<file path="src/rtl/keypad_scanner.sv">
// 4x4 matrix keypad scanner: column scan, debounced press/release, one-cycle key event, packed BCD entry.
// Optional auto-repeat while a key is held is enabled by defining KEYPAD_AUTOREPEAT_EN.
module keypad_scanner #(
    parameter int SCAN_PERIOD     = 10000,
    parameter int DEBOUNCE_CYCLES = 500000,
    parameter int REPEAT_CYCLES   = 25000000
) (
    input  logic        clk,
    input  logic        reset,
    input  logic [3:0]  row_n,
    output logic [3:0]  col_n,
    output logic [3:0]  key_code,
    output logic        key_valid,
    output logic [15:0] bcd_value
);

    localparam int SCAN_W = (SCAN_PERIOD > 1) ? $clog2(SCAN_PERIOD) : 1;
    localparam int DEB_W  = (DEBOUNCE_CYCLES > 1) ? $clog2(DEBOUNCE_CYCLES) : 1;
    localparam logic [SCAN_W-1:0] SCAN_LAST = SCAN_W'(SCAN_PERIOD - 1);
    localparam logic [DEB_W-1:0]  DEB_LAST  = DEB_W'(DEBOUNCE_CYCLES - 1);

    // The dwell must outlast the 2-flop synchronizer latency.
    generate
        if (SCAN_PERIOD < 3 || DEBOUNCE_CYCLES < 1 || REPEAT_CYCLES < 1) begin : g_bad_params
            $error("keypad_scanner: parameter out of range");
        end
    endgenerate

    typedef enum logic [1:0] {SCAN, DEBOUNCE, HELD} state_t;

    state_t              state, state_next;
    logic [3:0]          row_s1, row_s2;
    logic [SCAN_W-1:0]   scan_cnt, scan_next;
    logic [DEB_W-1:0]    deb_cnt, deb_next;
    logic [3:0]          col_next;
    logic [1:0]          cap_row, cap_row_next;
    logic [1:0]          cap_col, cap_col_next;
    logic [3:0]          code_next;
    logic                valid_next;
    logic [15:0]         bcd_next;
    logic                emit;
    logic                row_high;

`ifdef KEYPAD_AUTOREPEAT_EN
    localparam int REP_W = (REPEAT_CYCLES > 1) ? $clog2(REPEAT_CYCLES) : 1;
    localparam logic [REP_W-1:0] REP_LAST = REP_W'(REPEAT_CYCLES - 1);
    logic [REP_W-1:0]    rep_cnt, rep_next;
`endif

    function automatic logic [1:0] col_index(input logic [3:0] c);
        case (c)
            4'b1110: col_index = 2'd0;
            4'b1101: col_index = 2'd1;
            4'b1011: col_index = 2'd2;
            default: col_index = 2'd3;
        endcase
    endfunction

    function automatic logic [1:0] lowest_row(input logic [3:0] r);
        if (!r[0])      lowest_row = 2'd0;
        else if (!r[1]) lowest_row = 2'd1;
        else if (!r[2]) lowest_row = 2'd2;
        else            lowest_row = 2'd3;
    endfunction

    function automatic logic [3:0] key_lut(input logic [1:0] r, input logic [1:0] c);
        case ({r, c})
            4'h0: key_lut = 4'd1;   4'h1: key_lut = 4'd2;
            4'h2: key_lut = 4'd3;   4'h3: key_lut = 4'd10;
            4'h4: key_lut = 4'd4;   4'h5: key_lut = 4'd5;
            4'h6: key_lut = 4'd6;   4'h7: key_lut = 4'd11;
            4'h8: key_lut = 4'd7;   4'h9: key_lut = 4'd8;
            4'hA: key_lut = 4'd9;   4'hB: key_lut = 4'd12;
            4'hC: key_lut = 4'd14;  4'hD: key_lut = 4'd0;
            4'hE: key_lut = 4'd15;  default: key_lut = 4'd13;
        endcase
    endfunction

    function automatic logic [15:0] bcd_update(input logic [15:0] bcd, input logic [3:0] code);
        if (code <= 4'd9)        bcd_update = {bcd[11:0], code};
        else if (code == 4'd14)  bcd_update = '0;
        else                     bcd_update = bcd;
    endfunction

    assign row_high = row_s2[cap_row];

    always_comb begin
        state_next   = state;
        scan_next    = scan_cnt;
        deb_next     = deb_cnt;
        col_next     = col_n;
        cap_row_next = cap_row;
        cap_col_next = cap_col;
        code_next    = key_code;
        valid_next   = 1'b0;
        bcd_next     = bcd_value;
        emit         = 1'b0;
`ifdef KEYPAD_AUTOREPEAT_EN
        rep_next     = '0;
`endif
        case (state)
            SCAN: begin
                if (scan_cnt == SCAN_LAST) begin
                    scan_next = '0;
                    if (row_s2 != 4'b1111) begin
                        cap_row_next = lowest_row(row_s2);
                        cap_col_next = col_index(col_n);
                        deb_next     = '0;
                        state_next   = DEBOUNCE;
                    end else begin
                        col_next = {col_n[2:0], col_n[3]};
                    end
                end else begin
                    scan_next = scan_cnt + 1'b1;
                end
            end
            DEBOUNCE: begin
                if (row_high) begin
                    state_next = SCAN;
                    col_next   = {col_n[2:0], col_n[3]};
                    deb_next   = '0;
                end else if (deb_cnt == DEB_LAST) begin
                    emit       = 1'b1;
                    deb_next   = '0;
                    state_next = HELD;
                end else begin
                    deb_next = deb_cnt + 1'b1;
                end
            end
            HELD: begin
                if (!row_high) begin
                    deb_next = '0;
`ifdef KEYPAD_AUTOREPEAT_EN
                    if (rep_cnt == REP_LAST) begin
                        emit = 1'b1;
                    end else begin
                        rep_next = rep_cnt + 1'b1;
                    end
`endif
                end else if (deb_cnt == DEB_LAST) begin
                    state_next = SCAN;
                    col_next   = {col_n[2:0], col_n[3]};
                    deb_next   = '0;
                end else begin
                    deb_next = deb_cnt + 1'b1;
                end
            end
            default: state_next = SCAN;
        endcase

        // Repeat events recompute the code from the captured position, so they match the original press.
        if (emit) begin
            valid_next = 1'b1;
            code_next  = key_lut(cap_row, cap_col);
            bcd_next   = bcd_update(bcd_value, code_next);
        end
    end

    always_ff @(posedge clk or posedge reset) begin
        if (reset) begin
            state     <= SCAN;
            row_s1    <= '1;
            row_s2    <= '1;
            scan_cnt  <= '0;
            deb_cnt   <= '0;
            col_n     <= 4'b1110;
            cap_row   <= '0;
            cap_col   <= '0;
            key_code  <= '0;
            key_valid <= 1'b0;
            bcd_value <= '0;
`ifdef KEYPAD_AUTOREPEAT_EN
            rep_cnt   <= '0;
`endif
        end else begin
            state     <= state_next;
            row_s1    <= row_n;
            row_s2    <= row_s1;
            scan_cnt  <= scan_next;
            deb_cnt   <= deb_next;
            col_n     <= col_next;
            cap_row   <= cap_row_next;
            cap_col   <= cap_col_next;
            key_code  <= code_next;
            key_valid <= valid_next;
            bcd_value <= bcd_next;
`ifdef KEYPAD_AUTOREPEAT_EN
            rep_cnt   <= rep_next;
`endif
        end
    end

endmodule

</file>
<file path="config.mk">
export PLATFORM = sky130hd
export DESIGN_NAME = keypad_scanner
export DESIGN_NICKNAME = d
export VERILOG_FILES = /design/src/rtl/keypad_scanner.sv
export SDC_FILE = /design/constraint.sdc
export NUM_CORES = 1
export LEC_CHECK = 0
export ABC_AREA = 1
export CAP_MARGIN = 20
export CELL_PAD_IN_SITES_DETAIL_PLACEMENT = 0
export CELL_PAD_IN_SITES_GLOBAL_PLACEMENT = 1
export CORE_MARGIN = 2
export CORE_UTILIZATION = 23
export DETAILED_ROUTE_END_ITERATION = 10
export PLACE_DENSITY_LB_ADDON = 0.15
export SLEW_MARGIN = 20
export SYNTH_ARGS = -nofsm -noshare
export SYNTH_HDL_FRONTEND = slang
export SYNTH_SLANG_ARGS = --single-unit
</file>
<file path="constraint.sdc">
create_clock -name clk -period 3.3 [get_ports clk]
set_clock_uncertainty 0.15 [all_clocks]
set_input_delay 0.825 -clock clk [delete_from_list [all_inputs] [get_ports clk]]
set_output_delay 0.825 -clock clk [all_outputs]
set_load 0.005 [all_outputs]
</file>
==> results of run 1 <==
[cells in the mapped netlist, drive strengths merged]
cell,count
xor2,8
nor2,63
a21oi,12
nor3b,1
nor3,6
buf,8
inv,63
ha,10
nand3b,1
o21bai,4
dfstp,11
dfrtp,61
o21ai,25
nand3,50
xnor2,1
a31oi,1
o22ai,1
nor4,1
nand4,7
a22o,1
clkinv,1
o211ai,1
nand2,167
[sequential cells by signal, indices dropped and copies added (netlist names), 4 cells and up]
signal     cells
deb_cnt       19
bcd_value     16
scan_cnt      14
col_n          4
key_code       4
row_s1         4
row_s2         4
[final cells by class]
type / instances / area (µm²) / area share [%]
multi-input cells: 360 / 1820 / 38.1
flip-flops and latches: 72 / 1820 / 37.9
repair buffers: 31 / 320 / 6.69
well taps: 220 / 275 / 5.75
clock buffers: 14 / 274 / 5.72
inverters: 64 / 244 / 5.09
clock inverters: 2 / 37.5 / 0.783
[cells in the final DEF, fill, tap and decap left out, drive strengths merged, types with 4 or more instances in the layout]
cell / instances
clkbuf: 14
nor2: 63
o21ai: 25
ha: 10
xor2: 8
inv: 63
dfstp: 11
nor3: 6
dfrtp: 61
nand2: 167
clkdlybuf4s50: 30
a21oi: 12
o21bai: 4
nand3: 50
nand4: 7
[metrics by stage]
stage / cells / power, mW / util [%] / cell area, µm²
2_1_floorplan: 504 / 0.927 / - / 3960
3_3_place_gp: 747 / 0.947 / 26.8 / 4480
3_5_place_dp: 747 / 0.946 / 26.8 / 4480
4_1_cts: 763 / 1.99 / 28.7 / 4790
5_1_grt: 763 / 2.04 / 28.7 / 4790
6_report: 763 / 1.95 / 28.7 / 4790
[report_power, final]
group | switching (mW) | internal (mW) | total, mW
Combinational | 0.0233 | 0.00954 | 0.0328
Sequential | 0.00366 | 0.892 | 0.896
Clock | 0.377 | 0.648 | 1.02
Total | 0.404 | 1.55 | 1.95
[routing by layer]
layer  part of all wire (%)  wire [µm]  track usage, %  vias to the layer above
met5                      0          0               0                        -
met4                    1.3        121            3.82                        0
met3                    3.1        298            3.55                        9
met2                     48       4680            18.5                       32
met1                     47       4580            14.7                     1494
li1                       -          -               -                     1657
[logic make-up after synthesis]
group / share of synthesized area [%]
buf+inv: 8.15
flops: 45.8
xor+xnor: 1.99
compound gates: 6.54
simple gates: 34.4
fa+ha+maj: 3.16
[worst max path at each step]
stage / from / to / slack [ns] / cells after the start
floorplan: reset / bcd_value[0] / 0.52 / 1
global placement: state[0] / deb_cnt[1] / 0.95 / 11
detailed placement: state[0] / deb_cnt[15] / 0.88 / 11
CTS: col_n[3] / col_n[3] / 0.86 / 1
global route: state[0] / deb_cnt[15] / 0.63 / 11
finish: col_n[3] / col_n[3] / 0.88 / 1
==> flow_summary.ini, run 1 <==
[status]
status = finished clean

[critical_path]
ff2ff_path_depth = 11
critPathLaunchType = flop
end_kind = output pin
required_ns = 2.32
worstReg2RegEnd = deb_cnt[15]
cp.arrival_ns = 1.44
path_cells = clkdlybuf4s50_1
critPathMaxStageDelay_ns = 0.59
critPathTopFamily = flip-flops
r2r-start = state[0]
crit_slowest_cell = dfstp_2
path_buf_inv = 1
cp_max_fo = 6
critical_path_class = flop to output pin
rrSetupSlack_ns = 0.88

[timing]
period_share_pct = 73.3
fin_ws_ns = 0.881
fmax_mhz = 413
hold_ws_ns = 0.205
grt_setup_unrepaired = no
maxSlewViolCount = 0
setup_tns_ns = 0
final_hold_viol_count = 0
post-route-min-period_ns = 2.42
slew_headroom_pct = 64.5
worstMarginPinSlew_ns = 0.528
setup_viol_count_final = 0

[power_and_ir_drop]
p_leak_nw = 2.20
power_density_nw_per_um2 = 408
irDropWorstVdd_mv = 0.236

[detailed_routing]
num_vias = 3192
drt_first_pass_iters = 4
routed_wl_mm = 9.68
ant_nets = 0
drcViolationCount = 0
routedWlPerCell_um = 12.7
vias_per_cell = 4.18
drt_iter0_markers = 121

[place]
port_buffers = 30
dpl.hpwl_mm = 6.96
dp_slack_ns = 0.883
place_congestion = 0.734

[clocking]
path_clk_slew_ns = 0.06
post-cts-setup-buffers = 0
cts_resized = 0
cts_tree = yes
htree_levels = 3
clockBufferDepth = 2
cts_hold_buf = 0
cts_made_buffers = 9
cts_sinks = 72
clock-root-buffer = clkbuf_16
clock_latency_ns = 0.34

[run]
maxCapViolCount = 0

[floorplanning]
fp.coreArea_um2 = 16700
initial_core_util_pct = 23.7
dieArea_um2 = 18300
row_count = 47
die_y_um = 135
die_x_um = 135
io_pins = 31

[global_route]
grt_overflow = 0
grt_pass1_wl_mm = 16.3
antenna_found_initial = 0
grt_pass1_vias = 3118
track_usage_pct = 11.5
grt_max_degree = 73

[layout]
syn_to_final_growth_pct = 20.9
fin_nets = 554
drive_above_1_share_pct = 15.5
n_fill_cell = 1846
antenna_cells = 0

[synth]
postSynthAreaPerCell_um2 = 7.86
yosys-top-cells-area = dfrtp_1, nand2_1, dfstp_2
synth_cells = 504
ys_types = 36
netlist.area_leader.share_pct = 38.5
ys_ff_latch = 72
yosysSeqAreaShare_pct = 45.8
netlist_area_um2 = 3960
ys.warnings.count = 0
syn_nets = 520
yosysTopAreaCell = dfrtp_1

[min_path]
whs_path_depth = 0
worstHoldEndpoint = row_s2[1]
holdCritPathClass = flop to flop
worstHoldStart = row_s1[1]
Note: power is estimated with default switching activity, not from simulation.
==> run 2: changes to the inputs <==
Clock period 3.3 ns to 2.2 ns, I/O delays scaled along.
==> run 2 against run 1 <==
Effect of this change: die area unchanged; clock-buffer cell count down 3; cell count up 1.3%; first-iteration DRC count up 14%; non-clock buffer count up 10; utilization up 0.46 points; largest cell class unchanged.
==> flow_summary.ini, run 2 (same netlist as run 1, synthesis figures left out) <==
[timing]
slew_headroom_pct = 75.0
grt_setup_unrepaired = no
setup_tns_ns = 0
post-route-min-period_ns = 2.14
fmax_mhz = 468
final_hold_viol_count = 0
setup_viol_count_final = 0
worstMarginPinSlew_ns = 0.373
maxSlewViolCount = 0
period_share_pct = 97.1

[layout]
layout_commonest_cell = nand2_1
drive_above_1_share_pct = 17.2
syn_to_final_growth_pct = 22.8
regMostFlops = deb_cnt
antenna_cells = 0
fin_area_um2 = 4870
fin_nets = 564
mostFrequentLayoutCells = nand2_1, dfrtp_1, inv_1, nor2_1, nand3_1
largest_reg_flops = 19
stdcell_count = 773
reg_top3 = deb_cnt: 19 flops, bcd_value: 16 flops, scan_cnt: 14 flops

[global_route]
grt_pass1_wl_mm = 16.4
grt_overflow = 0
grt_pass1_vias = 3199
grt_max_degree = 51
track_usage_pct = 11.6
antenna_found_initial = 0

[clocking]
clockBufferDepth = 2
cts_made_buffers = 9
htree_levels = 3
clock_latency_ns = 0.35
cts_resized = 0
path_clk_slew_ns = 0.06
cts_tree = yes
clock-root-buffer = clkbuf_16
post-cts-setup-buffers = 0
cts_hold_buf = 0
cts_sinks = 72

[place]
port_buffers = 30
place_inst = 757
place_area_um2 = 4560
dpl.hpwl_mm = 7.09
place_congestion = 0.766

[min_path]
holdCritPathClass = flop to flop

[critical_path]
path_cells = clkdlybuf4s50_1
critPathMaxStageDelay_ns = 0.58
required_ns = 1.50
critPathLaunchType = flop
cp_max_fo = 6
critical_path_class = flop to output pin
path_buf_inv = 1
crit_slowest_cell = dfstp_2
rrSetupSlack_ns = 0.23
cp.arrival_ns = 1.44
end_kind = output pin
critPathTopFamily = flip-flops

[detailed_routing]
drcViolationCount = 0
vias_per_cell = 4.17
routed_wl_mm = 9.67
ant_nets = 0
routedWlPerCell_um = 12.5
drt_iter0_markers = 138
num_vias = 3227
drt_first_pass_iters = 6

[power_and_ir_drop]
power_density_nw_per_um2 = 592
swShare_pct = 21.4
combPwrFrac_pct = 1.8
pwr-share-clk_pct = 51.6
internal_power_mw = 2.26
p_seq_share_pct = 46.7
p_leak_nw = 2.25
switching_power_mw = 0.616
irDropWorstVdd_mv = 0.343

[floorplanning]
initial_core_util_pct = 23.7
die_y_um = 135
row_count = 47
die_x_um = 135
dieArea_um2 = 18300
fp.coreArea_um2 = 16700
io_pins = 31

[status]
status = finished clean

[run]
maxCapViolCount = 0
==> run 2: cell types whose count changed in the layout (fill, tap and decap cells not counted), sizes merged <==
cell	before	now
buf	1	11
inv	63	62
clkinv	1	5
clkbuf	14	11
==> run 2: layout make-up <==
type / count / area [µm²]
Clock inverter: 5 / 57.6
Timing Repair Buffer: 41 / 395
Inverter: 64 / 248
Multi-Input combinational cell: 360 / 1830
Fill cell: 1841 / 11800
Clock buffer: 11 / 243
Tap cell: 220 / 275
Sequential cell: 72 / 1820
==> run 2: power by group through the flow <==
stage | Combinational [mW] | Clock, mW | Sequential (mW)
2_1_floorplan | 0.0264 | 0 | 1.36
3_3_place_gp | 0.0547 | 0 | 1.37
3_5_place_dp | 0.0551 | 0 | 1.37
4_1_cts | 0.0552 | 1.55 | 1.34
5_1_grt | 0.0606 | 1.62 | 1.34
6_report | 0.0513 | 1.48 | 1.34
==> run 2: worst paths after layout <==
path | startpoint | cells past startpoint | endpoint
setup / recovery | col_n[3] | 1 | col_n[3]
hold / removal | row_s1[0] | 0 | row_s2[0]
setup reg to reg | cap_col[0] | 11 | bcd_value[10]
hold reg to reg | row_s1[0] | 0 | row_s2[0]
max in group asynchronous | reset | 3 | col_n[2]
min in group asynchronous | reset | 3 | scan_cnt[8]
==> run 2: metrics by stage <==
stage | worst slack [ns] | utilization [%] | power [mW] | hold slack, ns
2_1_floorplan | 0.343 | - | 1.39 | 0.195
3_3_place_gp | 0.176 | 27.3 | 1.42 | 0.200
3_5_place_dp | 0.194 | 27.3 | 1.42 | 0.197
4_1_cts | 0.0363 | 29.1 | 2.95 | 0.209
5_1_grt | 0.0172 | 29.1 | 3.02 | 0.216
6_report | 0.0636 | 29.1 | 2.88 | 0.206
==> run 2: routing by layer <==
layer,track usage [%],up-vias,wire length [µm]
li1,-,1676,-
met5,0,-,0
met2,18.4,37,4560
met1,14.9,1503,4620
met3,3.89,11,364
met4,4.11,0,126
==> run 3: changes to the inputs <==
Settings changed: CAP_MARGIN 20 to 10.
==> results of run 3 <==
No change in the layout: final DEF, timing and power equal those of run 2.
